### src/rtl/citadel_uart_bridge.sv
// citadel_uart_bridge: byte-IO bridge between the citadel core and an 8N1 UART (TX FIFO + RX holding register).
// Optional macro CITADEL_UART_LOOPBACK_EN feeds the TX stream into the RX path and parks uart_txd high.
module citadel_uart_bridge #(
  parameter int CLK_DIV    = 104,
  parameter int FIFO_DEPTH = 16
) (
  input  logic       r_clk,
  input  logic       rst,
  input  logic [7:0] core_tx,
  input  logic       core_tx_ready,
  output logic [7:0] core_rx,
  output logic       core_rx_ready,
  input  logic       core_rx_ack,
  output logic       uart_txd,
  input  logic       uart_rxd,
  output logic       tx_overflow,
  output logic       rx_overrun,
  output logic       rx_frame_err
);

  localparam int AW = $clog2(FIFO_DEPTH);
  localparam int CW = $clog2(CLK_DIV + 1);

  typedef enum logic [1:0] {S_IDLE, S_START, S_DATA, S_STOP} uart_state_t;

  // ---------------- TX FIFO ----------------
  logic [7:0]  fifo_mem [FIFO_DEPTH];
  logic [AW:0] wr_ptr, rd_ptr;
  logic        fifo_empty, fifo_full, tx_push, tx_pop;
  uart_state_t tx_state, tx_state_nxt;

  assign fifo_empty = (wr_ptr == rd_ptr);
  assign fifo_full  = (wr_ptr[AW] != rd_ptr[AW]) && (wr_ptr[AW-1:0] == rd_ptr[AW-1:0]);
  assign tx_pop     = (tx_state == S_IDLE) && !fifo_empty;
  // A pop in the same cycle frees the slot, so a push into a full FIFO is still taken.
  assign tx_push    = core_tx_ready && (!fifo_full || tx_pop);

  // NOTE: reset here is synchronous -- rst is only looked at on the clock edge.
  always_ff @(posedge r_clk) begin
    if (rst) begin
      wr_ptr      <= '0;
      rd_ptr      <= '0;
      tx_overflow <= 1'b0;
    end else begin
      if (tx_push) wr_ptr <= wr_ptr + (AW+1)'(1);
      if (tx_pop)  rd_ptr <= rd_ptr + (AW+1)'(1);
      if (core_tx_ready && !tx_push) tx_overflow <= 1'b1;
    end
  end

  // NOTE: storage array is left unreset; pointers alone define what is valid.
  always_ff @(posedge r_clk) begin
    if (tx_push) fifo_mem[wr_ptr[AW-1:0]] <= core_tx;
  end

  // ---------------- TX FSM ----------------
  logic [CW-1:0] tx_cnt;
  logic [2:0]    tx_bit;
  logic [7:0]    tx_shift;
  logic          tx_tick, tx_serial;

  assign tx_tick = (tx_cnt == CW'(CLK_DIV - 1));

  // NOTE: sequential state uses <= so every register sees pre-edge values.
  always_ff @(posedge r_clk) begin
    if (rst) begin
      tx_state <= S_IDLE;
      tx_cnt   <= '0;
      tx_bit   <= '0;
      tx_shift <= '0;
    end else begin
      tx_state <= tx_state_nxt;
      if (tx_state == S_IDLE || tx_tick) tx_cnt <= '0;
      else                               tx_cnt <= tx_cnt + CW'(1);
      if (tx_pop) begin
        tx_shift <= fifo_mem[rd_ptr[AW-1:0]];
        tx_bit   <= '0;
      end else if (tx_state == S_DATA && tx_tick) begin
        tx_shift <= {1'b0, tx_shift[7:1]};
        tx_bit   <= tx_bit + 3'd1;
      end
    end
  end

  // NOTE: defaulting every always_comb output first keeps latches from being inferred.
  always_comb begin
    tx_state_nxt = tx_state;
    case (tx_state)
      S_IDLE:  if (!fifo_empty)                tx_state_nxt = S_START;
      S_START: if (tx_tick)                    tx_state_nxt = S_DATA;
      S_DATA:  if (tx_tick && tx_bit == 3'd7)  tx_state_nxt = S_STOP;
      S_STOP:  if (tx_tick)                    tx_state_nxt = S_IDLE;
      default:                                 tx_state_nxt = S_IDLE;
    endcase
  end

  always_comb begin
    tx_serial = 1'b1;
    case (tx_state)
      S_START: tx_serial = 1'b0;
      S_DATA:  tx_serial = tx_shift[0];
      default: tx_serial = 1'b1;
    endcase
  end

  // ---------------- Line routing ----------------
  logic rx_src;
`ifdef CITADEL_UART_LOOPBACK_EN
  logic unused_rxd;
  assign unused_rxd = uart_rxd;
  assign rx_src     = tx_serial;
  assign uart_txd   = 1'b1;
`else
  assign rx_src     = uart_rxd;
  assign uart_txd   = tx_serial;
`endif

  // ---------------- RX synchroniser ----------------
  logic rx_meta, rx_sync, rx_prev, rx_fall;

  always_ff @(posedge r_clk) begin
    if (rst) begin
      rx_meta <= 1'b1;
      rx_sync <= 1'b1;
      rx_prev <= 1'b1;
    end else begin
      rx_meta <= rx_src;
      rx_sync <= rx_meta;
      rx_prev <= rx_sync;
    end
  end

  // A fall needs the line seen high first, which also re-arms after a bad stop bit.
  assign rx_fall = rx_prev && !rx_sync;

  // ---------------- RX FSM ----------------
  uart_state_t   rx_state, rx_state_nxt;
  logic [CW-1:0] rx_cnt;
  logic [2:0]    rx_bit;
  logic [7:0]    rx_shift;
  logic          rx_mid, rx_done, rx_bad_stop;

  assign rx_mid = (rx_cnt == CW'(1));

  always_ff @(posedge r_clk) begin
    if (rst) begin
      rx_state <= S_IDLE;
      rx_cnt   <= CW'(CLK_DIV / 2);
      rx_bit   <= '0;
      rx_shift <= '0;
    end else begin
      rx_state <= rx_state_nxt;
      if (rx_state == S_IDLE) begin
        rx_cnt <= CW'(CLK_DIV / 2);
        rx_bit <= '0;
      end else if (rx_mid) begin
        rx_cnt <= CW'(CLK_DIV);
      end else begin
        rx_cnt <= rx_cnt - CW'(1);
      end
      if (rx_state == S_DATA && rx_mid) begin
        rx_shift <= {rx_sync, rx_shift[7:1]};
        rx_bit   <= rx_bit + 3'd1;
      end
    end
  end

  always_comb begin
    rx_state_nxt = rx_state;
    case (rx_state)
      S_IDLE:  if (rx_fall)                   rx_state_nxt = S_START;
      S_START: if (rx_mid)                    rx_state_nxt = rx_sync ? S_IDLE : S_DATA;
      S_DATA:  if (rx_mid && rx_bit == 3'd7)  rx_state_nxt = S_STOP;
      S_STOP:  if (rx_mid)                    rx_state_nxt = S_IDLE;
      default:                                rx_state_nxt = S_IDLE;
    endcase
  end

  always_comb begin
    rx_done     = 1'b0;
    rx_bad_stop = 1'b0;
    if (rx_state == S_STOP && rx_mid) begin
      rx_done     = rx_sync;
      rx_bad_stop = !rx_sync;
    end
  end

  // ---------------- Holding register ----------------
  always_ff @(posedge r_clk) begin
    if (rst) begin
      core_rx       <= 8'h00;
      core_rx_ready <= 1'b0;
      rx_overrun    <= 1'b0;
      rx_frame_err  <= 1'b0;
    end else begin
      if (rx_bad_stop) rx_frame_err <= 1'b1;
      // An ack in the completion cycle frees the register for the new byte.
      if (rx_done && (!core_rx_ready || core_rx_ack)) begin
        core_rx       <= rx_shift;
        core_rx_ready <= 1'b1;
      end else begin
        if (rx_done)     rx_overrun    <= 1'b1;
        if (core_rx_ack) core_rx_ready <= 1'b0;
      end
    end
  end

endmodule

### config.mk
export PLATFORM = sky130hd
export DESIGN_NAME = citadel_uart_bridge
export DESIGN_NICKNAME = d
export VERILOG_FILES = /design/src/rtl/citadel_uart_bridge.sv
export SDC_FILE = /design/constraint.sdc
export NUM_CORES = 1
export LEC_CHECK = 0
export CAP_MARGIN = 30
export CORE_MARGIN = 2
export CORE_UTILIZATION = 47
export CTS_CLUSTER_SIZE = 12
export DETAILED_ROUTE_END_ITERATION = 6
export PLACE_DENSITY = 0.63
export SYNTH_ARGS = -nofsm -noshare
export SYNTH_HDL_FRONTEND = slang
export SYNTH_SLANG_ARGS = --single-unit
### constraint.sdc
create_clock -name r_clk -period 2.9 [get_ports r_clk]
set_clock_uncertainty 0.1 [all_clocks]
set_input_delay 0.725 -clock r_clk [delete_from_list [all_inputs] [get_ports r_clk]]
set_output_delay 0.725 -clock r_clk [all_outputs]
set_load 0.01 [all_outputs]
Word level (Yosys, flattened, before mapping). Memories as Yosys holds them, arrays and structs flattened. A register that Yosys moved wholly into a read port is not among the register bits. Cells that the tools add are included.

Memories kept: 1. Input port bits: 13. Word-level logic and storage cells: 104. Register bits after elaboration: 65. Output and inout port bits: 13. Bits in writable memories: 128.

Bitwise operators: 1. Equality and inequality tests: 21. Reductions and logical operators: 31. Add/sub/neg operators: 6. Mux-type cells: 25.

Memories: fifo_mem (depth 16, bits a word 8, rd ports 1, clocked after memory_dff 1, write ports 1, RTL line 27) `logic [7:0] fifo_mem [FIFO_DEPTH];`.

Operator list (number): 2-to-1 mux 2 bit (9); 2-to-1 mux 8 bit (2); one-hot mux 2 bit (4 select lines) (2); inequality test 2 bit (second input constant) (6); logical AND 1 bit (11); adder 5 x 1 -> 5 bit (second input constant) (2); == test 2 bit (second input constant) (4); 2-to-1 mux 4 bit (2); AND reduction 4 bit (2); adder 7 x 1 -> 7 bit (second input constant) (1); == test 7 x 1 -> 1 bit (second input constant) (1); == test 7 bit (second input constant) (1); 2-to-1 mux 7 bit (1); subtractor 7 x 1 -> 7 bit (second input constant) (1); adder 3 x 1 -> 3 bit (second input constant) (2); == test 3 bit (second input constant) (2); 2-to-1 mux 1 bit (6); 2-to-1 mux 3 bit (2); nonzero test 2 bit (3); OR reduction 2 bit (3); == test 5 bit (1); logical NOT 1 bit (5); == test 2 x 1 -> 1 bit (second input constant) (2); == test 4 bit (1); 8 further kinds (12).

Depth between registers and ports, before layout. Gate-level depths: netlist (run 1).

Depth after elaboration: 7. Depth in mapped cells: 8. Depth with buffers taken out: 7.

Least setup slack after synthesis (run 1). No wires, ideal clock.

Path type: reg2reg. From: register tx_state[0]. To: memory fifo_mem[0][0] (enable). Setup slack: 519 ps. Arrival: 1898 ps. Cell stages (with the launch flop): 8. Required time: 2417 ps. Library setup time: 383 ps. Cells stage by stage: dfxtp_1 > inv_1 > ha_1 > clkbuf_1 > nor2_1 > a21boi_2 > nand2_1 > nor3_1.

Word-level cells in the longest chain between the ends: 6.

RTL lines: start: declaration (RTL line 30) `uart_state_t tx_state, tx_state_nxt;`; start signal: assignment (RTL line 72) `tx_state <= tx_state_nxt;`; logical NOT 2 bit (RTL line 34) `assign tx_pop = (tx_state == S_IDLE) && !fifo_empty;`; logical AND 1 bit (RTL line 34); logical OR 1 bit (RTL line 36) `assign tx_push = core_tx_ready && (!fifo_full || tx_pop);`; logical AND 1 bit (RTL line 36); 2-to-1 mux 1 bit (RTL line 53) `if (tx_push) fifo_mem[wr_ptr[AW-1:0]] <= core_tx;`; 2-to-1 mux 1 bit (not written as such) (RTL line 53); end: declaration (RTL line 27).

No other way between the ends.

Worst setup path after layout (run 1).
From: register tx_state[0]. To: output port uart_txd.

Word-level cells in the longest chain between the ends: 2.

RTL lines: == test 2 bit or == test 2 x 1 -> 1 bit (tied branches) (RTL line 99) `case (tx_state)`; one-hot mux 1 bit (2 select lines) * (RTL line 99); end: declaration (RTL line 14) `output logic uart_txd,`.

Mark *: on every way between the ends. The rest lies on a longest branch, timed or not.

==> impl_metrics.ini, run 1 <==
[drt]
viasPerCell = 5.41
ant_nets = 0
wl_mm = 14.8
detail_route.wl_per_cell_um = 18.2
vias = 4389
drc_errors = 0
drt_iter0_drc = 361
dr.pass1.iters = 4

[pwr]
totalPowerFinal_mw = 6.54
p_sw_share_pct = 25.5
p_clk_share_pct = 35.1
pwr_density_cell_nw_per_um2 = 726
leakagePower_nw = 3.08
ir_drop_mv = 0.404
power_frac_seq_pct = 49.5
power.switching_mw = 1.67
combPwrFrac_pct = 15.4
internal_power_mw = 4.87

[critical_path]
crit_path_end_kind = output port
path_common_cell = inv_1
arrival_ns = 1.95
crit_type = register to output port
path_max_fanout = 4
cp_slowest_cell = clkdlybuf4s50_1
critPathRequiredTime_ns = 2.08
start_kind = register
crit_chain = inv_1, ha_1, inv_1, nor2_1, a21oi_1, clkdlybuf4s50_1
slowest_delay_ns = 0.54

[timing]
fin_ws_ns = 0.122
rsz0062_at_grt = false
finalCriticalPeriod_ns = 2.78
slew_viol_final = 0
hold_viol = 0
period_share_pct = 95.8
max_freq_mhz = 360
tightest_slew_ns = 0.825
relSlewSlack_pct = 44.9
setup_viol = 0

[clock_tree]
clk_latency_ns = 0.42
postCtsSetupBuffers = 0
clkTransAtPathRegs_ns = 0.07
cts_tree = yes
cts_buffers = 17
cts_hold_buf = 0
cts-root-buf = clkbuf_16
cts_sinks = 197
htree_num_levels = 4
post_cts_resized = 0
cts.path.max_buffers = 2

[floorplan]
die_h_um = 133
fp-row-count = 47
core_um2 = 16500
num_io_pins = 26
die-area_um2 = 17700
start_util_pct = 47.6
die_w_um = 133

[final_layout]
diodes = 0
drive_above_1_share_pct = 18.9
syn_to_final_growth_pct = 15.0
n_fill_cell = 1337
design_area_um2 = 9020
fin_cells = 812
finalNetCount = 608

[yosys]
synth_xor_area_share_pct = 2.33
synth_edf_count = 128
synthMuxAreaShare_pct = 12.1
ys.flop_type = edfxtp_1
synth_top_family_by_area = multiplexers
synthAdderAreaFrac_pct = 2.55
synth_seq_cells = 197
syn_avg_cell_area_um2 = 14.7
ys_seq_area_share_pct = 66.6
ys.warnings.count = 0
synth_nets = 564
netlist.area_leader.share_pct = 49.0
synthSimpleGateAreaFrac_pct = 8.49
synth_area_um2 = 7840
synth_top_cells_by_area = edfxtp_1 (49%), dfxtp_1 (18%), mux4_2 (9.2%)
synth.distinct_cells = 47
synth_cells = 535
synth-compound-area-share_pct = 5.71
yosysTopAreaCell = edfxtp_1
async_flop_share_pct = 0

[global_routing]
grt_pass1_wl_mm = 24.0
antenna_found_initial = 0
grt_max_degree = 32
grt_overflow = 0
grt_pass1_vias = 4435
track_usage_pct = 17.8

[place]
post-place-ws_ns = -0.0403
dp_hpwl_mm = 10.1
globalplace.congestion = 0.787
placedCellCount = 779
postPlaceCellArea_um2 = 8430
portBuffers = 25

[hold_path]
holdCritPathClass = register to register

[outcome]
outcome = complete, no violations

[run]
cap_violations = 0
## cells in the final DEF (no fill, tap or decap), types with 2 or more instances in the layout
master           count
xor2_1               6
mux2_2               9
nand3_1             10
nand2_1             31
a31oi_1              2
nor2_1              66
nor2b_1              3
or3_4                2
mux4_2              32
a22oi_1             16
o21ai_0              6
nand2b_1             5
inv_6                4
mux2i_1             13
inv_1               11
buf_4               26
clkdlybuf4s50_1     24
clkbuf_16           17
dfxtp_1             68
and2_1               3
or2_2                4
clkinv_2             3
a311oi_1             8
edfxtp_1           128
xnor2_1             13
a21oi_1             22
bufinv_16            2
clkinvlp_4           2
clkinv_1             2
nor3_1              10
ha_1                16
nand4_1              5
## state kept, by name, summed over array words and instances, names as in the netlist, 2 cells and up, named ones only
register	cells
tx_shift	8
rx_bit	3
tx_bit	3
core_rx	8
rx_shift	8
rx_cnt	7
rd_ptr	5
fifo_mem	128
wr_ptr	5
tx_state	2
tx_cnt	7
## final timing paths
path / from / end / slack [ns] / depth (start not counted)
max: tx_state[0]$_SDFFE_PP0P_ / uart_txd / 0.12 / 6
min: rx_meta$_SDFF_PP1_ / rx_sync$_SDFF_PP1_ / 0.31 / 1
max reg2reg: wr_ptr[0]$_SDFFE_PP0P_ / fifo_mem[11][7]$_DFFE_PP_ / 0.62 / 6
min reg2reg: rx_meta$_SDFF_PP1_ / rx_sync$_SDFF_PP1_ / 0.31 / 1
## stage by stage
stage	TNS, ns	utilization (%)	hold slack, ns
2_1_floorplan	0	-	0.289
3_3_place_gp	0	51.2	0.296
3_5_place_dp	-0.319	51.2	0.301
4_1_cts	0	54.7	0.317
5_1_grt	0	54.8	0.328
6_report	0	54.8	0.314
## cells by family after synthesis
| logic type | after synthesis |
|---|---|
| DFF | 197 |
| AOI/OAI and AO/OA | 65 |
| muxes | 54 |
| and+or+nand+nor | 145 |
| xor gates and xnor gates | 20 |
| adders and majority gates | 16 |
| buffers and inverters | 38 |
## cell usage after synthesis (3+ instances only)
| master | instances |
|---|---|
| buf_2 | 5 |
| a311oi_1 | 8 |
| inv_1 | 11 |
| nor3_1 | 10 |
| or2_2 | 4 |
| mux4_2 | 32 |
| nand2b_1 | 5 |
| nor2b_1 | 3 |
| nand3_1 | 10 |
| xnor2_1 | 13 |
| a22oi_1 | 16 |
| ha_1 | 16 |
| xor2_1 | 6 |
| dfxtp_1 | 69 |
| mux2i_1 | 13 |
| nand4_1 | 5 |
| nor2_1 | 66 |
| buf_1 | 3 |
| mux2_2 | 9 |
| a21oi_1 | 22 |
| and2_1 | 3 |
| edfxtp_1 | 128 |
| clkbuf_1 | 16 |
| o21ai_0 | 6 |
| nand2_1 | 31 |
## power by group through the flow
| stage | Combinational, mW | Clock, mW | Sequential (mW) |
|---|---|---|---|
| floorplan | 0.810 | 0 | 3.23 |
| global placement | 0.989 | 0 | 3.30 |
| detailed placement | 1.01 | 0 | 3.30 |
| CTS | 1.01 | 2.34 | 3.24 |
| global route | 1.11 | 2.46 | 3.26 |
| finish | 1.01 | 2.30 | 3.24 |
## metal layers
layer | share of wire (%) | wire length, um | vias to the layer above | global-route usage [%]
met4 | 0.66 | 97 | 0 | 5.20
met2 | 48 | 7030 | 68 | 28.0
met3 | 3.4 | 501 | 4 | 3.88
met5 | 0 | 0 | - | 0
met1 | 48 | 7150 | 2222 | 25.4
li1 | - | - | 2095 | -
## layout make-up
| class | instances | area, um^2 | share of cell area [%] |
|---|---|---|---|
| inverter | 11 | 41.3 | 0.458 |
| multi-input combinational | 300 | 2450 | 27.2 |
| tap | 220 | 275 | 3.05 |
| sequential | 197 | 5230 | 58.0 |
| timing repair buffer | 52 | 448 | 4.97 |
| clock buffer | 17 | 425 | 4.72 |
| clock inverter | 15 | 153 | 1.69 |
## worst max-delay path, delay by kind of cell, from the launching register on
family	cells	cell delay [ns]
buffers and inverters	3	0.73
flip-flops	1	0.39
adder cells (fa/ha/maj)	1	0.24
AO/OA/AOI/OAI	1	0.12
AND/OR/NAND/NOR	1	0.05
(Power assumes the default switching activity.)
==> run 2: changes to the inputs <==
--- a/config.mk
+++ b/config.mk
@@ -5,7 +5,7 @@
 export SDC_FILE = /design/constraint.sdc
 export NUM_CORES = 1
 export LEC_CHECK = 0
-export CAP_MARGIN = 30
+export CAP_MARGIN = 20
 export CORE_MARGIN = 2
 export CORE_UTILIZATION = 47
 export CTS_CLUSTER_SIZE = 12
==> results of run 2 <==
Same layout as run 1: the final DEF is identical, and so are final timing and power.
